File: src/rtl/push_button_event_fifo_if.sv
// Bundle of press-request/acknowledge and event-pop signals for push_button_event_fifo.
// No logic inside; latency and timing are defined by the module driving the slave modport.
// Backpressure is carried by fifo_full and by press_accepted staying low while the FIFO is full.
interface push_button_event_fifo_if #(
    parameter int NUM_BUTTONS = 4,
    parameter int FIFO_DEPTH  = 8,
    parameter int TIME_WIDTH  = 16
);
    localparam int IDX_W = (NUM_BUTTONS > 1) ? $clog2(NUM_BUTTONS) : 1;
    localparam int PTR_W = $clog2(FIFO_DEPTH);

    logic [NUM_BUTTONS-1:0] press_activated;
    logic [NUM_BUTTONS-1:0] press_accepted;
    logic                   event_valid;
    logic [IDX_W-1:0]       event_button;
    logic [TIME_WIDTH-1:0]  event_time;
    logic                   event_read;
    logic [PTR_W:0]         event_count;
    logic                   fifo_full;

    // Button stages and the event consumer
    modport master (
        output press_activated,
        output event_read,
        input  press_accepted,
        input  event_valid,
        input  event_button,
        input  event_time,
        input  event_count,
        input  fifo_full
    );

    // The arbiter/FIFO itself
    modport slave (
        input  press_activated,
        input  event_read,
        output press_accepted,
        output event_valid,
        output event_button,
        output event_time,
        output event_count,
        output fifo_full
    );
endinterface

File: src/rtl/push_button_event_fifo.sv
// Fixed-priority arbiter over button press requests feeding a timestamped event FIFO.
// Latency: acknowledge and stored event visible 1 cycle after the winning request is sampled.
// Backpressure: no grants while full; requests stay pending upstream, a pop frees a slot for the next cycle.
module push_button_event_fifo #(
    parameter int NUM_BUTTONS = 4,
    parameter int FIFO_DEPTH  = 8,
    parameter int TIME_WIDTH  = 16
) (
    input  logic                          clock,
    input  logic                          reset,
    push_button_event_fifo_if.slave       evt
);
    localparam int IDX_W = (NUM_BUTTONS > 1) ? $clog2(NUM_BUTTONS) : 1;
    localparam int PTR_W = $clog2(FIFO_DEPTH);

    logic [TIME_WIDTH-1:0]  time_cnt;
    logic [PTR_W-1:0]       wr_ptr;
    logic [PTR_W-1:0]       rd_ptr;
    logic [PTR_W:0]         count;
    logic [NUM_BUTTONS-1:0] accepted;

    // Entry storage is never reset; only count decides what is meaningful.
    logic [IDX_W-1:0]       button_mem [FIFO_DEPTH];
    logic [TIME_WIDTH-1:0]  time_mem   [FIFO_DEPTH];

    logic                   full;
    logic                   empty;
    logic [NUM_BUTTONS-1:0] eligible;
    logic [NUM_BUTTONS-1:0] grant_vec;
    logic [IDX_W-1:0]       grant_idx;
    logic                   push;
    logic                   pop;

    // Full is taken from the registered count, so a pop on a full FIFO cannot admit a push on the same edge.
    assign full  = (count == (PTR_W+1)'(FIFO_DEPTH));
    assign empty = (count == '0);

    // A button still showing its acknowledge is masked so a slow-to-clear request is not taken twice.
    assign eligible = evt.press_activated & ~accepted & {NUM_BUTTONS{~full}};

    // Lowest-index eligible request wins; at most one grant per cycle.
    always_comb begin
        grant_vec = '0;
        grant_idx = '0;
        for (int i = 0; i < NUM_BUTTONS; i++) begin
            if (eligible[i] && (grant_vec == '0)) begin
                grant_vec[i] = 1'b1;
                grant_idx    = IDX_W'(i);
            end
        end
    end

    assign push = |grant_vec;
    assign pop  = evt.event_read & ~empty;

    // Free-running timestamp, wraps naturally at all-ones.
    always_ff @(posedge clock or posedge reset) begin
        if (reset) begin
            time_cnt <= '0;
        end else begin
            time_cnt <= time_cnt + 1'b1;
        end
    end

    // Registered one-cycle acknowledge for the winning button.
    always_ff @(posedge clock or posedge reset) begin
        if (reset) begin
            accepted <= '0;
        end else begin
            accepted <= grant_vec;
        end
    end

    // Pointer and occupancy bookkeeping; power-of-2 depth lets the pointers wrap by overflow.
    always_ff @(posedge clock or posedge reset) begin
        if (reset) begin
            wr_ptr <= '0;
            rd_ptr <= '0;
            count  <= '0;
        end else begin
            if (push) begin
                wr_ptr <= wr_ptr + 1'b1;
            end
            if (pop) begin
                rd_ptr <= rd_ptr + 1'b1;
            end
            case ({push, pop})
                2'b10:   count <= count + (PTR_W+1)'(1);
                2'b01:   count <= count - (PTR_W+1)'(1);
                default: count <= count;
            endcase
        end
    end

    // Capture {button, timestamp} of the granted press at the write pointer.
    always_ff @(posedge clock) begin
        if (push) begin
            button_mem[wr_ptr] <= grant_idx;
            time_mem[wr_ptr]   <= time_cnt;
        end
    end

    assign evt.press_accepted = accepted;
    assign evt.event_valid    = ~empty;
    assign evt.event_count    = count;
    assign evt.fifo_full      = full;
    // Show-ahead head outputs, forced to zero when nothing is stored.
    assign evt.event_button   = empty ? '0 : button_mem[rd_ptr];
    assign evt.event_time     = empty ? '0 : time_mem[rd_ptr];

endmodule

File: src/flat_wrapper.sv
// flat-port wrapper written by rule: the top's interface ports become plain ports
module push_button_event_fifo_flat 
#(
    parameter int NUM_BUTTONS = 4,
    parameter int FIFO_DEPTH  = 8,
    parameter int TIME_WIDTH  = 16
)
  (clock, reset, evt_press_activated, evt_event_read, evt_press_accepted, evt_event_valid, evt_event_button, evt_event_time, evt_event_count, evt_fifo_full);
  push_button_event_fifo_if #(.NUM_BUTTONS(NUM_BUTTONS), .FIFO_DEPTH(FIFO_DEPTH), .TIME_WIDTH(TIME_WIDTH)) evt_i ();
  input  logic clock;
  input  logic reset;
  input wire logic [$bits(evt_i.press_activated)-1:0] evt_press_activated;
  input wire logic [$bits(evt_i.event_read)-1:0] evt_event_read;
  output wire logic [$bits(evt_i.press_accepted)-1:0] evt_press_accepted;
  output wire logic [$bits(evt_i.event_valid)-1:0] evt_event_valid;
  output wire logic [$bits(evt_i.event_button)-1:0] evt_event_button;
  output wire logic [$bits(evt_i.event_time)-1:0] evt_event_time;
  output wire logic [$bits(evt_i.event_count)-1:0] evt_event_count;
  output wire logic [$bits(evt_i.fifo_full)-1:0] evt_fifo_full;
  assign evt_i.press_activated = evt_press_activated;
  assign evt_i.event_read = evt_event_read;
  assign evt_press_accepted = evt_i.press_accepted;
  assign evt_event_valid = evt_i.event_valid;
  assign evt_event_button = evt_i.event_button;
  assign evt_event_time = evt_i.event_time;
  assign evt_event_count = evt_i.event_count;
  assign evt_fifo_full = evt_i.fifo_full;
  push_button_event_fifo #(.NUM_BUTTONS(NUM_BUTTONS), .FIFO_DEPTH(FIFO_DEPTH), .TIME_WIDTH(TIME_WIDTH)) u_core (.clock(clock), .reset(reset), .evt(evt_i));
endmodule
File: config.mk
export PLATFORM = sky130hd
export DESIGN_NAME = push_button_event_fifo_flat
export DESIGN_NICKNAME = d
export VERILOG_FILES = /design/src/rtl/push_button_event_fifo_if.sv /design/src/rtl/push_button_event_fifo.sv /design/src/flat_wrapper.sv
export SDC_FILE = /design/constraint.sdc
export NUM_CORES = 1
export LEC_CHECK = 0
export CELL_PAD_IN_SITES_DETAIL_PLACEMENT = 2
export CELL_PAD_IN_SITES_GLOBAL_PLACEMENT = 2
export CORE_AREA = 2 2 173 175
export DETAILED_ROUTE_END_ITERATION = 10
export DIE_AREA = 0 0 175 177
export GPL_TIMING_DRIVEN = 0
export PLACE_DENSITY_LB_ADDON = 0.3
export SYNTH_ARGS = -nofsm -noshare
export SYNTH_HDL_FRONTEND = slang
export SYNTH_SLANG_ARGS = --single-unit
File: constraint.sdc
create_clock -name clock -period 4.8 [get_ports clock]
set_input_delay 0.96 -clock clock [delete_from_list [all_inputs] [get_ports clock]]
set_output_delay 0.96 -clock clock [all_outputs]
set_load 0.05 [all_outputs]
==> results.sh <==
export IMPL_ys_seq_area_frac=0.735
export IMPL_num_vias=3430
export IMPL_synth_simple_gate_area_frac=0.0542
export IMPL_total_power_mw=6.22
export IMPL_rows=63
export IMPL_synth_area_top_cells="edfxtp_1, mux4_2, dfrtp_1"
export IMPL_wire_per_inst_um=19.9
export IMPL_num_antenna_cells=0
export IMPL_antenna_found_initial=0
export IMPL_firstDrtPassIters=4
export IMPL_synthDominantCellAreaShare=0.626
export IMPL_drc=0
export IMPL_grt_usage=0.115
export IMPL_clk_pin_slew_ps=70
export IMPL_worstSetupStartpointType="register"
export IMPL_post_route_min_period_ps=4230
export IMPL_coreArea_um2=29200
export IMPL_final_fill_count=2950
export IMPL_synth_area_per_cell_um2=19.2
export IMPL_tns_ps=0
export IMPL_routed_wl_um=16500
export IMPL_clkLatencyLatePin_ps=430
export IMPL_setup_viol=0
export IMPL_synth_area_um2=6910
export IMPL_timing_slew_headroom=0.368
export IMPL_synth_top_family_by_area="multiplexers"
export IMPL_final_common_cell="edfxtp_1"
export IMPL_die_width_um=175
export IMPL_syn_nets=373
export IMPL_cts_tree="yes"
export IMPL_ant_nets=0
export IMPL_rsz0062_at_grt="no"
export IMPL_grt_max_degree=31
export IMPL_ys_types=37
export IMPL_hold_path_class="register to register"
export IMPL_ios=35
export IMPL_nets=440
export IMPL_finalHoldViolCount=0
export IMPL_synthXorXnorAreaFrac=0.0292
export IMPL_die_y_um=177
export IMPL_initial_core_util=0.236
export IMPL_powerDensity_nw_per_um2=725
export IMPL_cts_root_buf="clkbuf_16"
export IMPL_worstPathArrival_ps=3270
export IMPL_synth_fa_ha_area_frac=0.0109
export IMPL_drv_slew=0
export IMPL_synth_compound_area_share=0.00706
export IMPL_placed_cell_area_um2=7970
export IMPL_max_freq_mhz=236
export IMPL_p_leak_nw=2.98
export IMPL_hpwl_um=10900
export IMPL_syn_inst=360
export IMPL_crit_required_ps=3840
export IMPL_finalInstanceArea_um2=8590
export IMPL_areaGrowthSynthToFinish_pct=24.3
export IMPL_path_class="register to primary output"
export IMPL_cp_end_kind="primary output"
export IMPL_cts_resized=0
export IMPL_place_ws_ps=831
export IMPL_drv_cap=0
export IMPL_synth_edf_count=144
export IMPL_post_cts_buffers=0
export IMPL_clock_skew_ps=12.0
export IMPL_worst_slew_pin_slew_ps=948
export IMPL_ctsHoldBuffers=0
export IMPL_grt_pass1_vias=4023
export IMPL_cts_inserted_buffers=17
export IMPL_place_congestion=0.707
export IMPL_cts_sinks=174
export IMPL_drt_initial_drc_count=175
export IMPL_grt_pass1_wl_um=25600
export IMPL_post_drt_via_cell_ratio=4.13
export IMPL_layout_common_cells="edfxtp_1, mux4_2, clkdlybuf4s50_1"
export IMPL_status="completed"
export IMPL_final_core_utilization=0.294
export IMPL_die_area_um2=31000
export IMPL_overflow=0
export IMPL_fin_ws_ps=571
export IMPL_synth_top_area_cell="edfxtp_1"
export IMPL_htreeDepth=4
export IMPL_cp_max_fo=10
export IMPL_synth_warning_count=0
export IMPL_async_flop_share=0.172
export IMPL_drive_above_1_share=0.236
export IMPL_ys_ff_latch=174
export IMPL_finalCritPeriodShare=0.881
export IMPL_synth_mux_area_fraction=0.149
export IMPL_io_buffers=34
export IMPL_vdd_ir_drop_max_mv=0.248
export IMPL_clk_path_buf_depth=2
export IMPL_synthFlopType="edfxtp_1"
[final timing paths]
kind | start | endpoint | slack (ps) | cells after the start
worst max-delay path | u_core.rd_ptr[1]$_DFFE_PP0P_ | evt_event_time[6] | 570 | 6
worst min-delay path | u_core.wr_ptr[0]$_DFFE_PP0P_ | u_core.wr_ptr[0]$_DFFE_PP0P_ | 510 | 1
worst max register to register | u_core.evt.event_count[0]$_DFFE_PP0P_ | u_core.evt.event_count[2]$_DFFE_PP0P_ | 1880 | 11
worst min register to register | u_core.wr_ptr[0]$_DFFE_PP0P_ | u_core.wr_ptr[0]$_DFFE_PP0P_ | 510 | 1
max in group asynchronous | reset | u_core.time_cnt[12]$_DFF_PP0_ | 3350 | 2
min in group asynchronous | reset | u_core.evt.press_accepted[2]$_DFF_PP0_ | 970 | 2
[kinds of logic after synthesis]
logic type      after synthesis
simple gates                 73
mux                          57
buf+inv                      20
xor+xnor                     23
fa+ha+maj                     6
compound gates                7
flops                       174
[synth_stat cells (all sizes together) (4+ instances only)]
| library cell | n |
|---|---|
| buf | 9 |
| clkbuf | 5 |
| dfrtp | 30 |
| edfxtp | 144 |
| ha | 6 |
| inv | 6 |
| mux2i | 18 |
| mux4 | 36 |
| nand2 | 11 |
| nand2b | 6 |
| nand3 | 7 |
| nor2 | 28 |
| nor3 | 6 |
| nor3b | 4 |
| xnor2 | 10 |
| xor2 | 13 |
[critical path, stage by stage, from the launching register on]
cell             delay, ps
dfrtp_1                360
clkbuf_2               340
clkbuf_1               720
mux4_2                 420
mux2i_1                220
nor2_1                  70
clkdlybuf4s50_1        730
[per-stage QoR]
step / cells / hold WS, ps
CTS: 830 / 519
finish: 830 / 513
floorplan: 360 / 480
global route: 830 / 559
global placement: 784 / 504
detailed placement: 798 / 509
[power by group]
part / internal (mW) / switching [mW]
logic: 1.01 / 1.61
clock network: 0.873 / 0.581
registers: 2.03 / 0.127
total: 3.91 / 2.32
[flip-flops by register name, indices dropped and copies added (netlist names)]
| register | cells |
|---|---|
| u_core.evt.press_accepted | 4 |
| u_core.time_cnt | 16 |
| u_core.button_mem | 16 |
| u_core.time_mem | 128 |
| u_core.rd_ptr | 3 |
| u_core.evt.event_count | 4 |
| u_core.wr_ptr | 3 |
[layer usage]
metal,part of all wire,wire [um],track usage,vias to the layer above
met2,0.50,8290,0.193,48
met4,0.0096,159,0.0333,0
met5,0,0,0,-
li1,-,-,-,1550
met1,0.47,7690,0.149,1824
met3,0.023,381,0.0277,8
[cell type report]
type                            instances  area (um2)  area share
Inverter                                6        22.5     0.00262
Timing Repair Buffer                   48         538      0.0626
Clock inverter                         14         191      0.0223
Clock buffer                           18         429      0.0500
Multi-Input combinational cell        166        1760       0.205
Tap cell                              390         488      0.0568
Buffer                                 14        82.6     0.00961
Sequential cell                       174        5070       0.591
Note: power is estimated with default switching activity, not from simulation.
